===== config.mk =====
export PLATFORM = sky130hd
export DESIGN_NAME = hazard_ctrl
export DESIGN_NICKNAME = d
export VERILOG_FILES = /design/src/rtl/cpu_pipe_pkg.sv /design/src/rtl/load_use_detect.sv /design/src/rtl/hazard_ctrl.sv
export SDC_FILE = /design/constraint.sdc
export NUM_CORES = 1
export LEC_CHECK = 0
export BUFFER_PORTS_ARGS = -buffer_cell sky130_fd_sc_hd__buf_2
export CAP_MARGIN = 20
export CELL_PAD_IN_SITES_DETAIL_PLACEMENT = 0
export CELL_PAD_IN_SITES_GLOBAL_PLACEMENT = 1
export CORE_MARGIN = 4
export CORE_UTILIZATION = 37
export CTS_CLUSTER_SIZE = 24
export DETAILED_ROUTE_END_ITERATION = 7
export MAX_ROUTING_LAYER = met4
export PLACE_DENSITY_LB_ADDON = 0.12
export SYNTH_ARGS = -nofsm -noshare
export SYNTH_HDL_FRONTEND = slang
export SYNTH_SLANG_ARGS = --single-unit
export TNS_END_PERCENT = 50

===== constraint.sdc =====
create_clock -name clock -period 2.6 [get_ports clock]
set_clock_uncertainty 0.2 [all_clocks]
set_input_delay 0.52 -clock clock [delete_from_list [all_inputs] [get_ports clock]]
set_output_delay 0.52 -clock clock [all_outputs]
set_load 0.03 [all_outputs]

===== src/rtl/cpu_pipe_pkg.sv =====
// Shared pipeline definitions: register-field width, $zero index and hazard FSM states.
package cpu_pipe_pkg;

  localparam int unsigned REG_W = 5;

  localparam logic [REG_W-1:0] REG_ZERO = 5'd0;

  typedef enum logic [1:0] {
    ST_RUN      = 2'd0,
    ST_LU_STALL = 2'd1,
    ST_MEM_WAIT = 2'd2
  } hz_state_e;

endpackage : cpu_pipe_pkg


===== src/rtl/load_use_detect.sv =====
// Load-use comparator: the EX load writes a register the ID instruction reads.
// Writes to $zero never create a dependency.
module load_use_detect
  import cpu_pipe_pkg::*;
(
  input  logic             ex_mem_read,
  input  logic [REG_W-1:0] ex_rt,
  input  logic [REG_W-1:0] id_rs,
  input  logic [REG_W-1:0] id_rt,
  input  logic             id_uses_rt,
  output logic             load_use_c
);

  logic rs_match;
  logic rt_match;

  // Source-operand matches against the load destination
  always_comb begin
    rs_match   = (ex_rt == id_rs);
    rt_match   = id_uses_rt && (ex_rt == id_rt);
    load_use_c = ex_mem_read && (ex_rt != REG_ZERO) && (rs_match || rt_match);
  end

endmodule : load_use_detect


===== src/rtl/hazard_ctrl.sv =====
// Pipeline hazard controller: IF/ID stall/flush, PC enable, ID/EX bubble and
// back-end freeze, plus a saturating stall counter and sticky dmem timeout flag.
// Control outputs are combinational from state and inputs (same-cycle response).
module hazard_ctrl
  import cpu_pipe_pkg::*;
#(
  parameter int unsigned MAX_WAIT = 15,
  parameter int unsigned CNT_W    = 16
) (
  input  logic             clock,
  input  logic             reset,
  input  logic [REG_W-1:0] id_rs,
  input  logic [REG_W-1:0] id_rt,
  input  logic             id_uses_rt,
  input  logic             ex_mem_read,
  input  logic [REG_W-1:0] ex_rt,
  input  logic             redirect,
  input  logic             imem_ready,
  input  logic             dmem_busy,
  output logic             pc_write,
  output logic             if_id_write,
  output logic             if_id_flush,
  output logic             id_ex_flush,
  output logic             back_write,
  output logic [CNT_W-1:0] stall_cycles,
  output logic             mem_timeout
);

  localparam int unsigned WAIT_W = $clog2(MAX_WAIT + 1);

  hz_state_e         state_q;
  hz_state_e         state_d;
  logic              load_use;
  logic              wait_busy;
  logic [WAIT_W-1:0] wait_cnt_q;

  load_use_detect u_load_use_detect (
    .ex_mem_read (ex_mem_read),
    .ex_rt       (ex_rt),
    .id_rs       (id_rs),
    .id_rt       (id_rt),
    .id_uses_rt  (id_uses_rt),
    .load_use_c  (load_use)
  );

  // FSM state register
  always_ff @(posedge clock or posedge reset) begin
    if (reset) begin
      state_q <= ST_RUN;
    end else begin
      state_q <= state_d;
    end
  end

  // Next state and control decode; first matching condition wins.
  // LU_STALL ignores load_use so each load inserts exactly one bubble;
  // MEM_WAIT with dmem_busy low falls through and decodes exactly like RUN.
  always_comb begin
    state_d     = ST_RUN;
    pc_write    = 1'b1;
    if_id_write = 1'b1;
    if_id_flush = 1'b0;
    id_ex_flush = 1'b0;
    back_write  = 1'b1;
    if (reset) begin
      pc_write    = 1'b0;
      if_id_write = 1'b0;
      back_write  = 1'b0;
      if_id_flush = 1'b1;
      id_ex_flush = 1'b1;
    end else if (dmem_busy) begin
      pc_write    = 1'b0;
      if_id_write = 1'b0;
      back_write  = 1'b0;
      state_d     = ST_MEM_WAIT;
    end else if (load_use && (state_q != ST_LU_STALL)) begin
      pc_write    = 1'b0;
      if_id_write = 1'b0;
      id_ex_flush = 1'b1;
      state_d     = ST_LU_STALL;
    end else if (redirect) begin
      if_id_flush = 1'b1;
    end else if (!imem_ready) begin
      pc_write    = 1'b0;
      if_id_flush = 1'b1;
    end
  end

  assign wait_busy = (state_q == ST_MEM_WAIT) && dmem_busy;

  // Data-memory wait counter: counts busy cycles in MEM_WAIT, clears otherwise
  always_ff @(posedge clock or posedge reset) begin
    if (reset) begin
      wait_cnt_q <= '0;
    end else if (wait_busy) begin
      if (wait_cnt_q != WAIT_W'(MAX_WAIT)) begin
        wait_cnt_q <= wait_cnt_q + WAIT_W'(1);
      end
    end else begin
      wait_cnt_q <= '0;
    end
  end

  // Sticky timeout: sets on the edge where the wait count reaches MAX_WAIT while still busy
  always_ff @(posedge clock or posedge reset) begin
    if (reset) begin
      mem_timeout <= 1'b0;
    end else if (wait_busy && (wait_cnt_q >= WAIT_W'(MAX_WAIT - 1))) begin
      mem_timeout <= 1'b1;
    end
  end

  // Saturating count of cycles with the PC held
  always_ff @(posedge clock or posedge reset) begin
    if (reset) begin
      stall_cycles <= '0;
    end else if (!pc_write && (stall_cycles != {CNT_W{1'b1}})) begin
      stall_cycles <= stall_cycles + CNT_W'(1);
    end
  end

endmodule : hazard_ctrl


======== Word level (Yosys, flattened, before mapping) ========
Cells that the tools add are included.
word-level totals
  flip-flop bits (word level) ............. 23
  word-level logic and storage cells ...... 47
  output and inout bits ................... 22
  input bits .............................. 22
operators by class
  reduce and logical (&&, ||, !) cells .... 10
  magnitude comparators ................... 1
  mux-type cells .......................... 23
  add/subtract/negate cells ............... 2
  equal/unequal tests ..................... 7
operators by type and width
  operator                                                          count
  1-bit 2-to-1 mux                                                  19
  16-bit by 1-bit adder with 16-bit output (second input constant)  1
  16-bit != test (second input constant)                            1
  5-bit == test                                                     2
  4-bit 2-to-1 mux                                                  2
  1-bit logical AND                                                 7
  5-bit nonzero test                                                1
  4-bit by 1-bit adder with 4-bit output (second input constant)    1
  4-bit >= comparator (second input constant)                       1
  2-bit 2-to-1 mux                                                  2
  2-bit by 1-bit != test with 1-bit output (second input constant)  2
  4-bit != test (second input constant)                             1
  2-bit == test (second input constant)                             1
  1-bit zero test                                                   1
  1-bit logical OR                                                  1

======== Logic depth before layout (Yosys ltp) ========
Gate-level depths: netlist of run 1.
  word-level depth ........................ 10
  depth in mapped cells ................... 9

======== Hierarchy ========
A second synthesis of run 1 with hierarchy kept.
unflattened totals
  cells, all modules ...................... 129
  area total of the unflattened synthesis .. 1351.3 sq um
modules (own cells, without submodules)
  module           times used  area each (sq um)  cells an instance
  hazard_ctrl      1           1218.7             112
  load_use_detect  1           132.6              17

======== Worst setup path before layout of run 1 ========
Ideal clock, no wire load.
  path kind ............................... input-to-output
  start point ............................. input port ex_rt[1]
  end point ............................... output port id_ex_flush
  path buffers ............................ 0
  data arrival time ....................... 1774 ps
  slack ................................... 106 ps
  cell stages on the path ................. 5
  data required time ...................... 1880 ps
  cells stage by stage .................... xnor2_1 nand4_1 nor3_2 o21ai_2 o21ai_0
on the way
  cells in the longest elaborated chain, start to end .. 8
  elaborated cells between the ends (all ways) .. 11
RTL lines
  element                line                   RTL
  from (decl)            hazard_ctrl.sv:16      input logic [REG_W-1:0] ex_rt,
  5-bit == test          load_use_detect.sv:20  rt_match = id_uses_rt && (ex_rt == id_rt);
  1-bit logical AND      load_use_detect.sv:20
  1-bit logical OR       load_use_detect.sv:21  load_use_c = ex_mem_read && (ex_rt != REG_ZERO) && (rs_match || rt_match);
  1-bit logical AND (*)  load_use_detect.sv:21
  1-bit logical AND (*)  hazard_ctrl.sv:76      end else if (load_use && (state_q != ST_LU_STALL)) begin
  1-bit 2-to-1 mux (*)   hazard_ctrl.sv:76
  1-bit 2-to-1 mux (*)   hazard_ctrl.sv:71      end else if (dmem_busy) begin
  1-bit 2-to-1 mux (*)   hazard_ctrl.sv:65      if (reset) begin
  to (decl)              hazard_ctrl.sv:23      output logic id_ex_flush,
Every way passes the cells marked *; elsewhere a longest branch is shown, timed or not.

======== Worst setup path in the final report of run 1 ========
  start point ............................. register stall_cycles[0]
  end point ............................... register stall_cycles[1]
on the way
  cells in the longest elaborated chain, start to end .. 2
  elaborated cells between the ends (all ways) .. 3
RTL lines
  element                                                                                           line                RTL
  from (decl)                                                                                       hazard_ctrl.sv:25   output logic [CNT_W-1:0] stall_cycles,
  from (signal assigned)                                                                            hazard_ctrl.sv:118  stall_cycles <= stall_cycles + CNT_W'(1);
  parallel branches: the longest is 2 deep, another holds 16-bit by 1-bit adder with 16-bit output  -
Parallel ways; which one is timed is not known.
A chain may end at the register's enable or synchronous reset.

==> results of run 1 <==
## metal layers
layer  global-route usage  up-vias  share of wire
li1                     -      519              -
met1                0.159      495           0.42
met2                0.224       24           0.50
met3               0.0238        5          0.056
met4               0.0685        0          0.023
met5                    -        -              0
## through the flow
step	total power, mW	area (µm²)	setup slack (ns)
after floorplan	0.744	1260	0.106
after global placement	0.860	1530	0.196
after detailed placement	0.871	1530	0.157
after CTS	1.04	1570	0.169
after global routing	1.10	1570	0.0373
final	1.02	1570	0.189
## flip-flops by register name (all words and copies together) (netlist names)
register      cells
mem_timeout       1
stall_cycles     16
state_q           2
wait_cnt_q        4
## cells by family after synthesis
family | Yosys count | share of synthesized area
xor+xnor | 25 | 0.174
fa+ha+maj | 3 | 0.0298
flops | 23 | 0.457
mux | 1 | 0.00895
buf+inv | 7 | 0.0268
compound gates | 14 | 0.0885
simple gates | 48 | 0.215
## cells in the mapped netlist (2+ instances only)
cell	count	share of area
a21oi_1	3	0.012
a31oi_1	2	0.0099
and3_1	7	0.035
dfrtp_1	23	0.46
ha_1	3	0.030
inv_1	6	0.018
nand2_1	9	0.027
nand3_1	7	0.028
nand4_1	6	0.030
nor2_1	6	0.018
nor2b_1	2	0.0099
nor3_1	4	0.016
nor3_2	2	0.016
o21ai_0	2	0.0080
xnor2_1	20	0.14
xor2_1	5	0.035
## how the worst max path moves through the flow
stage	endpoint	slack, ns	cells after the start
after floorplan	id_ex_flush	0.11	5
after global placement	stall_cycles[1]	0.20	7
after detailed placement	stall_cycles[1]	0.16	7
after CTS	stall_cycles[1]	0.17	7
after global routing	id_ex_flush	0.04	7
final	stall_cycles[1]	0.19	7
## area by class of cell
| cell class | instances | area [µm²] |
|---|---|---|
| Sequential cell | 23 | 576 |
| Tap cell | 44 | 55.1 |
| Inverter | 6 | 22.5 |
| Multi-Input combinational cell | 91 | 649 |
| Clock inverter | 1 | 5.00 |
| Fill cell | 311 | 1580 |
| Clock buffer | 3 | 22.5 |
| Timing Repair Buffer | 46 | 240 |
## where the power goes
| group | leakage [nW] | internal [mW] | switching (mW) |
|---|---|---|---|
| sequential | 0.306 | 0.418 | 0.0734 |
| clock | 0.0177 | 0.0575 | 0.105 |
| combinational | 0.431 | 0.141 | 0.227 |
| total | 0.755 | 0.616 | 0.406 |
## layout by cell type (no fill, tap or decap), types with 2 or more instances in the layout
master	Yosys	final
xnor2_1	20	20
a31oi_1	2	2
nand2_1	9	9
nor3_2	2	2
and3_1	7	7
o21ai_0	2	2
a21oi_1	3	3
nand3_1	7	7
nor2_1	6	6
inv_1	6	6
dfrtp_1	23	23
buf_2	0	43
nand4_1	6	6
nor2b_1	2	2
clkbuf_4	0	3
nor3_1	4	4
xor2_1	5	5
ha_1	3	3
buf_4	0	2
## repair_timing
item | 4_1_cts | 5_1_grt
hold buffers | 1 | 0
resized for setup | 0 | 0
hold endpoints to repair | 2 | 0
==> results.md, run 1 <==
* Status: finished clean
* Routed Antenna Nets at 0
* P per Cell Area at about 650 nW/µm²
* Sink Count at 23
* Initial antenna violation count at 0
* Worst Min Path Start: reset
* CTS HTree Levels at 1
* Max-slew violations at 0
* Setup Crit Path Kind: reg -> reg
* IO Port Bufs at 43
* Synthesized area at around 1300 µm²
* Post-Syn Area per Cell at 10.4 µm²
* Post-synth ARST share at 1.00
* DRC violations left at 0
* Critical R2R Capture: stall_cycles[1]
* EDFF count, synth at 0
* Die height at 66.3 µm
* Worst path bufs/invs at 1
* Cell variety after synth at 30
* Fin nets at 196
* Tcrit/Tclk final at 0.927
* Reg2reg start: stall_cycles[0]
* Main flop type after synthesis: dfrtp_1
* Top-level port count at 44
* Crit path from: stall_cycles[0]
* Clk root buf: clkbuf_4
* Post-CTS Setup Bufs at 0
* Clk_lat worst skew at 0.31 ns
* Hold Crit Endpoint: state_q[1]
* Max_slew headroom at 0.677
* Dpl cells at about 210
* Final Hold Viols at 0
* Vias in the first global route at roughly 1000
* Synth Instances at 121
* Ant. Diodes at 0
* WL per Instance at approximately 12 µm
* Worst-Margin Slew at about 0.49 ns
* Clock-pin transition on the worst setup and hold timing paths at between 0.1 and 0.15 ns
* Chip width at 66.3 µm
* Pre-antenna DRT Iters at 3
* Leak at 0.755 nW
* Gr usage total at 0.136
* DR vias at ~1000
* Worst IR drop on VDD at 545 µV
* R2r setup slk at about 0.19 ns
* CP delay by family, top: simple AND/OR/NAND/NOR gates
* Crit start category: flop
* Slowest cell on the critical path: a32oi_4
* Crit path cell chain: ha_1 -> and3_1 -> and3_1 -> inv_1 -> nor2_4 -> a32oi_4 -> mux2_2
* # setup viols final at 0
* Worst-path fanout max at 15
* Core Footprint at 3150 µm²
* Final HPWL DP at ~2100 µm
* Avg Vias per Cell at 4.87
* Layout cells sized above 1 at 0.335
* RSZ-0062 raised after global routing: no
* Seq/Total Area, Yosys at 0.457
* Global-route wire length before repair at between 4000 and 5000 µm
* Synth Net Count at roughly 150
* CP Data Arrival Time at 2.42 ns
* Effective utilization at floorplan at 0.399
* Clock buffer count from CTS at 3
* Routed WL at 2640 µm
* Placement Rows at 20
* P&R area growth vs syn at 24.8%
* Fmax at 415 MHz
* CP most frequent cell: and3_1
* Worst setup EP type: flop
* Reg2Reg Depth at 7
* Yosys Warn Count at 0
* Fin crit period at 2.41 ns
* Worst-case clock buffer depth at 2
* GPL Wtd Cong at ~0.73
* Overflow after GRT at 0
* Worst hold slack at 0.196 ns
* Total die area at 4400 µm²
* Synthesized flop and latch total at 23
* Detailed Route Iter0 Violations at 35
* Setup TNS Final at 0 ns
* WHS Path Cells at 2
* Max_cap viols at 0
* Slowest stage delay, CP at 0.47 ns
* Final Non-Filler Cells at 214
* Finished Core Util at 0.498
* Largest net degree at the start of global routing at 22
* CTS tree: yes
* Worst min path class: in -> reg
* Req. time, crit path at 2.61 ns
No activity file was read; power rests on OpenSTA's default activity.
==> inputs of run 2 (changes only) <==
GPL_TIMING_DRIVEN = 0   (was not set)
==> run 2 against run 1 <==
Flip-flop and latch count unchanged. Utilization is 0.32 points lower. Fmax increased by 0.94%. Critical path depth stayed put. Global-route usage rose by 0.35 points. Sequential power about the same. Count of clock-buffer cells in the layout unchanged. Via count down 3.6%. Worst hold slack got worse by 0.14 ns. Combinational power is 2% lower. Sequential share of layout area grew 0.24 points. Critical path type is now in -> out. Largest power group unchanged. Highest routed layer unchanged.
==> results.md, run 2 (synthesized netlist as in run 1, its figures left out) <==
* Req. time, crit path at 1.88 ns (was 2.61 ns)
* Pre-antenna DRT Iters at 4 (was 3)
* Crit start category: input pin (was flop)
* Clock-pin transition on the worst setup and hold timing paths at 0.13 ns (was 0.12 ns)
* WL per Instance at 12.6 µm (was 12.3 µm)
* Fmax at 419 MHz (was 415 MHz)
* Top reg by flops: stall_cycles (unchanged)
* Leak at 0.743 nW (was 0.755 nW)
* Max-slew violations at 0 (unchanged)
* Clk root buf: clkbuf_4 (unchanged)
* Setup Crit Path Kind: in -> out (was reg -> reg)
* Status: finished clean (unchanged)
* Post-DP Area at 1530 µm² (about the same)
* Clock buffer count from CTS at 3 (unchanged)
* GPL Wtd Cong at 0.703 (was 0.734)
* Worst setup EP type: output pin (was flop)
* Worst min path class: in -> async (was in -> reg)
* Share of power burned in registers at 0.484 (was 0.481)
* Top-level port count at 44 (unchanged)
* Placement Rows at 20 (unchanged)
* Worst IR drop on VDD at 435 µV (was 545 µV)
* Pre-CTS WS at 0.0778 ns (was 0.157 ns)
* Psw at 405 µW (was 406 µW)
* Overflow after GRT at 0 (unchanged)
* Pwr Total at 1.02 mW (about the same)
* CTS HTree Levels at 1 (unchanged)
* Effective utilization at floorplan at 0.399 (unchanged)
* P per Cell Area at 652 nW/µm² (was 650 nW/µm²)
* Worst-Margin Slew at 0.507 ns (was 0.485 ns)
* Final Hold Viols at 0 (unchanged)
* Finished Core Util at 0.495 (was 0.498)
* Largest register FFs at 16 (unchanged)
* Dpl cells at 208 (was 209)
* Routed Antenna Nets at 0 (unchanged)
* Core Footprint at 3150 µm² (unchanged)
* RSZ-0062 raised after global routing: no (unchanged)
* Clock Power Share at 0.160 (was 0.159)
* Worst-case clock buffer depth at 2 (unchanged)
* DR vias at 1005 (was 1043)
* Hold Buf Count CTS at 0 (was 1)
* Fin nets at 194 (was 196)
* Gr usage total at 0.140 (was 0.136)
* Sink Count at 23 (unchanged)
* Chip width at 66.3 µm (unchanged)
* Internal power at 613 µW (was 616 µW)
* Ant. Diodes at 0 (unchanged)
* Worst hold slack at 0.0577 ns (was 0.196 ns)
* Tcrit/Tclk final at 0.919 (was 0.927)
* Max_slew headroom at 0.661 (was 0.677)
* Vias in the first global route at 1058 (was 1034)
* Final setup margin at 0.211 ns (was 0.189 ns)
* Commonest non-fill, non-tap cell in the layout: buf_2 (unchanged)
* Clk_lat worst skew at 0.30 ns (was 0.31 ns)
* Final Non-Filler Cells at 212 (was 214)
* Detailed Route Iter0 Violations at 13 (was 35)
* Reg2Reg Depth at 9 (was 7)
* Die height at 66.3 µm (unchanged)
* Layout cells sized above 1 at 0.339 (was 0.335)
* Fin crit period at 2.39 ns (was 2.41 ns)
* CTS tree: yes (unchanged)
* Total die area at 4400 µm² (unchanged)
* Avg Vias per Cell at 4.74 (was 4.87)
* IO Port Bufs at 43 (unchanged)
* Largest regs: stall_cycles x16, wait_cnt_q x4, state_q x2 (unchanged)
* Logic gate share of total power at 0.356 (was 0.360)
* Max_cap viols at 0 (unchanged)
* Routed WL at 2670 µm (was 2640 µm)
* Largest net degree at the start of global routing at 26 (was 22)
* # setup viols final at 0 (unchanged)
* Worst-path fanout max at 6 (was 15)
* Initial antenna violation count at 0 (unchanged)
* Global-route wire length before repair at 4760 µm (was 4470 µm)
* DRC violations left at 0 (unchanged)
* Setup TNS Final at 0 ns (unchanged)
* Final HPWL DP at 2130 µm (was 2080 µm)
* Commonest cells after routing, fill and taps aside: 43 x buf_2, 23 x dfrtp_1, 20 x xnor2_1, 9 x nand2_1 (unchanged)
* CP Data Arrival Time at 1.67 ns (was 2.42 ns)
* Sw Share at 0.398 (was 0.397)
* Final instance area at 1560 µm² (was 1570 µm²)
* P&R area growth vs syn at 24.0% (was 24.8%)
## run 2: changes by cell type in the layout (fill, tap and decap cells not counted)
cell	before	now
clkinvlp_4	0	1
inv_1	6	5
dlygate4sd3_1	1	0
buf_4	2	0
buf_6	0	1
## run 2: power groups by stage
stage / clock [mW] / combinational, mW / sequential (mW)
after CTS: 0.168 / 0.368 / 0.494
after global routing: 0.191 / 0.393 / 0.508
final: 0.163 / 0.362 / 0.492
after global placement: 0 / 0.362 / 0.495
after floorplan: 0 / 0.144 / 0.599
after detailed placement: 0 / 0.368 / 0.501
## run 2: layout make-up
class	instances	area, µm²
fillers	330	1590
plain buffers	1	11.3
multi-input cells	91	649
clock buffers	3	22.5
flip-flops and latches	23	576
well taps	44	55.1
repair buffers	43	215
clock inverters	1	5.00
inverters	6	26.3
## run 2: worst max-delay path: stages
cell     delay [ns]
buf_2          0.13
xnor2_1        0.16
nand4_1        0.14
nor3_2         0.22
o21ai_2        0.13
o21ai_0        0.15
buf_2          0.23
## run 2: what timing repair did
| action | in CTS | in global routing |
|---|---|---|
| hold endpoints to repair | 0 | 0 |
| setup endpoints to repair | 0 | 1 |
| resized for setup | 0 | 1 |
| setup buffers | 0 | 0 |
## run 2: final timing paths
path                       slack, ns       startpoint               end
setup / recovery                0.21         ex_rt[3]       id_ex_flush
hold / removal                  0.06            reset     wait_cnt_q[2]
setup reg to reg                0.24  stall_cycles[0]  stall_cycles[14]
hold reg to reg                 0.30  stall_cycles[9]   stall_cycles[9]
max in group asynchronous       1.84            reset  stall_cycles[14]
min in group clock              0.23            reset        state_q[1]
## run 2: metal layers
metal / GRT usage / share of wire / up-vias
met5: - / 0 / -
met3: 0.0289 / 0.060 / 2
met2: 0.235 / 0.47 / 23
li1: - / - / 512
met4: 0.0228 / 0.0056 / 0
met1: 0.175 / 0.46 / 468
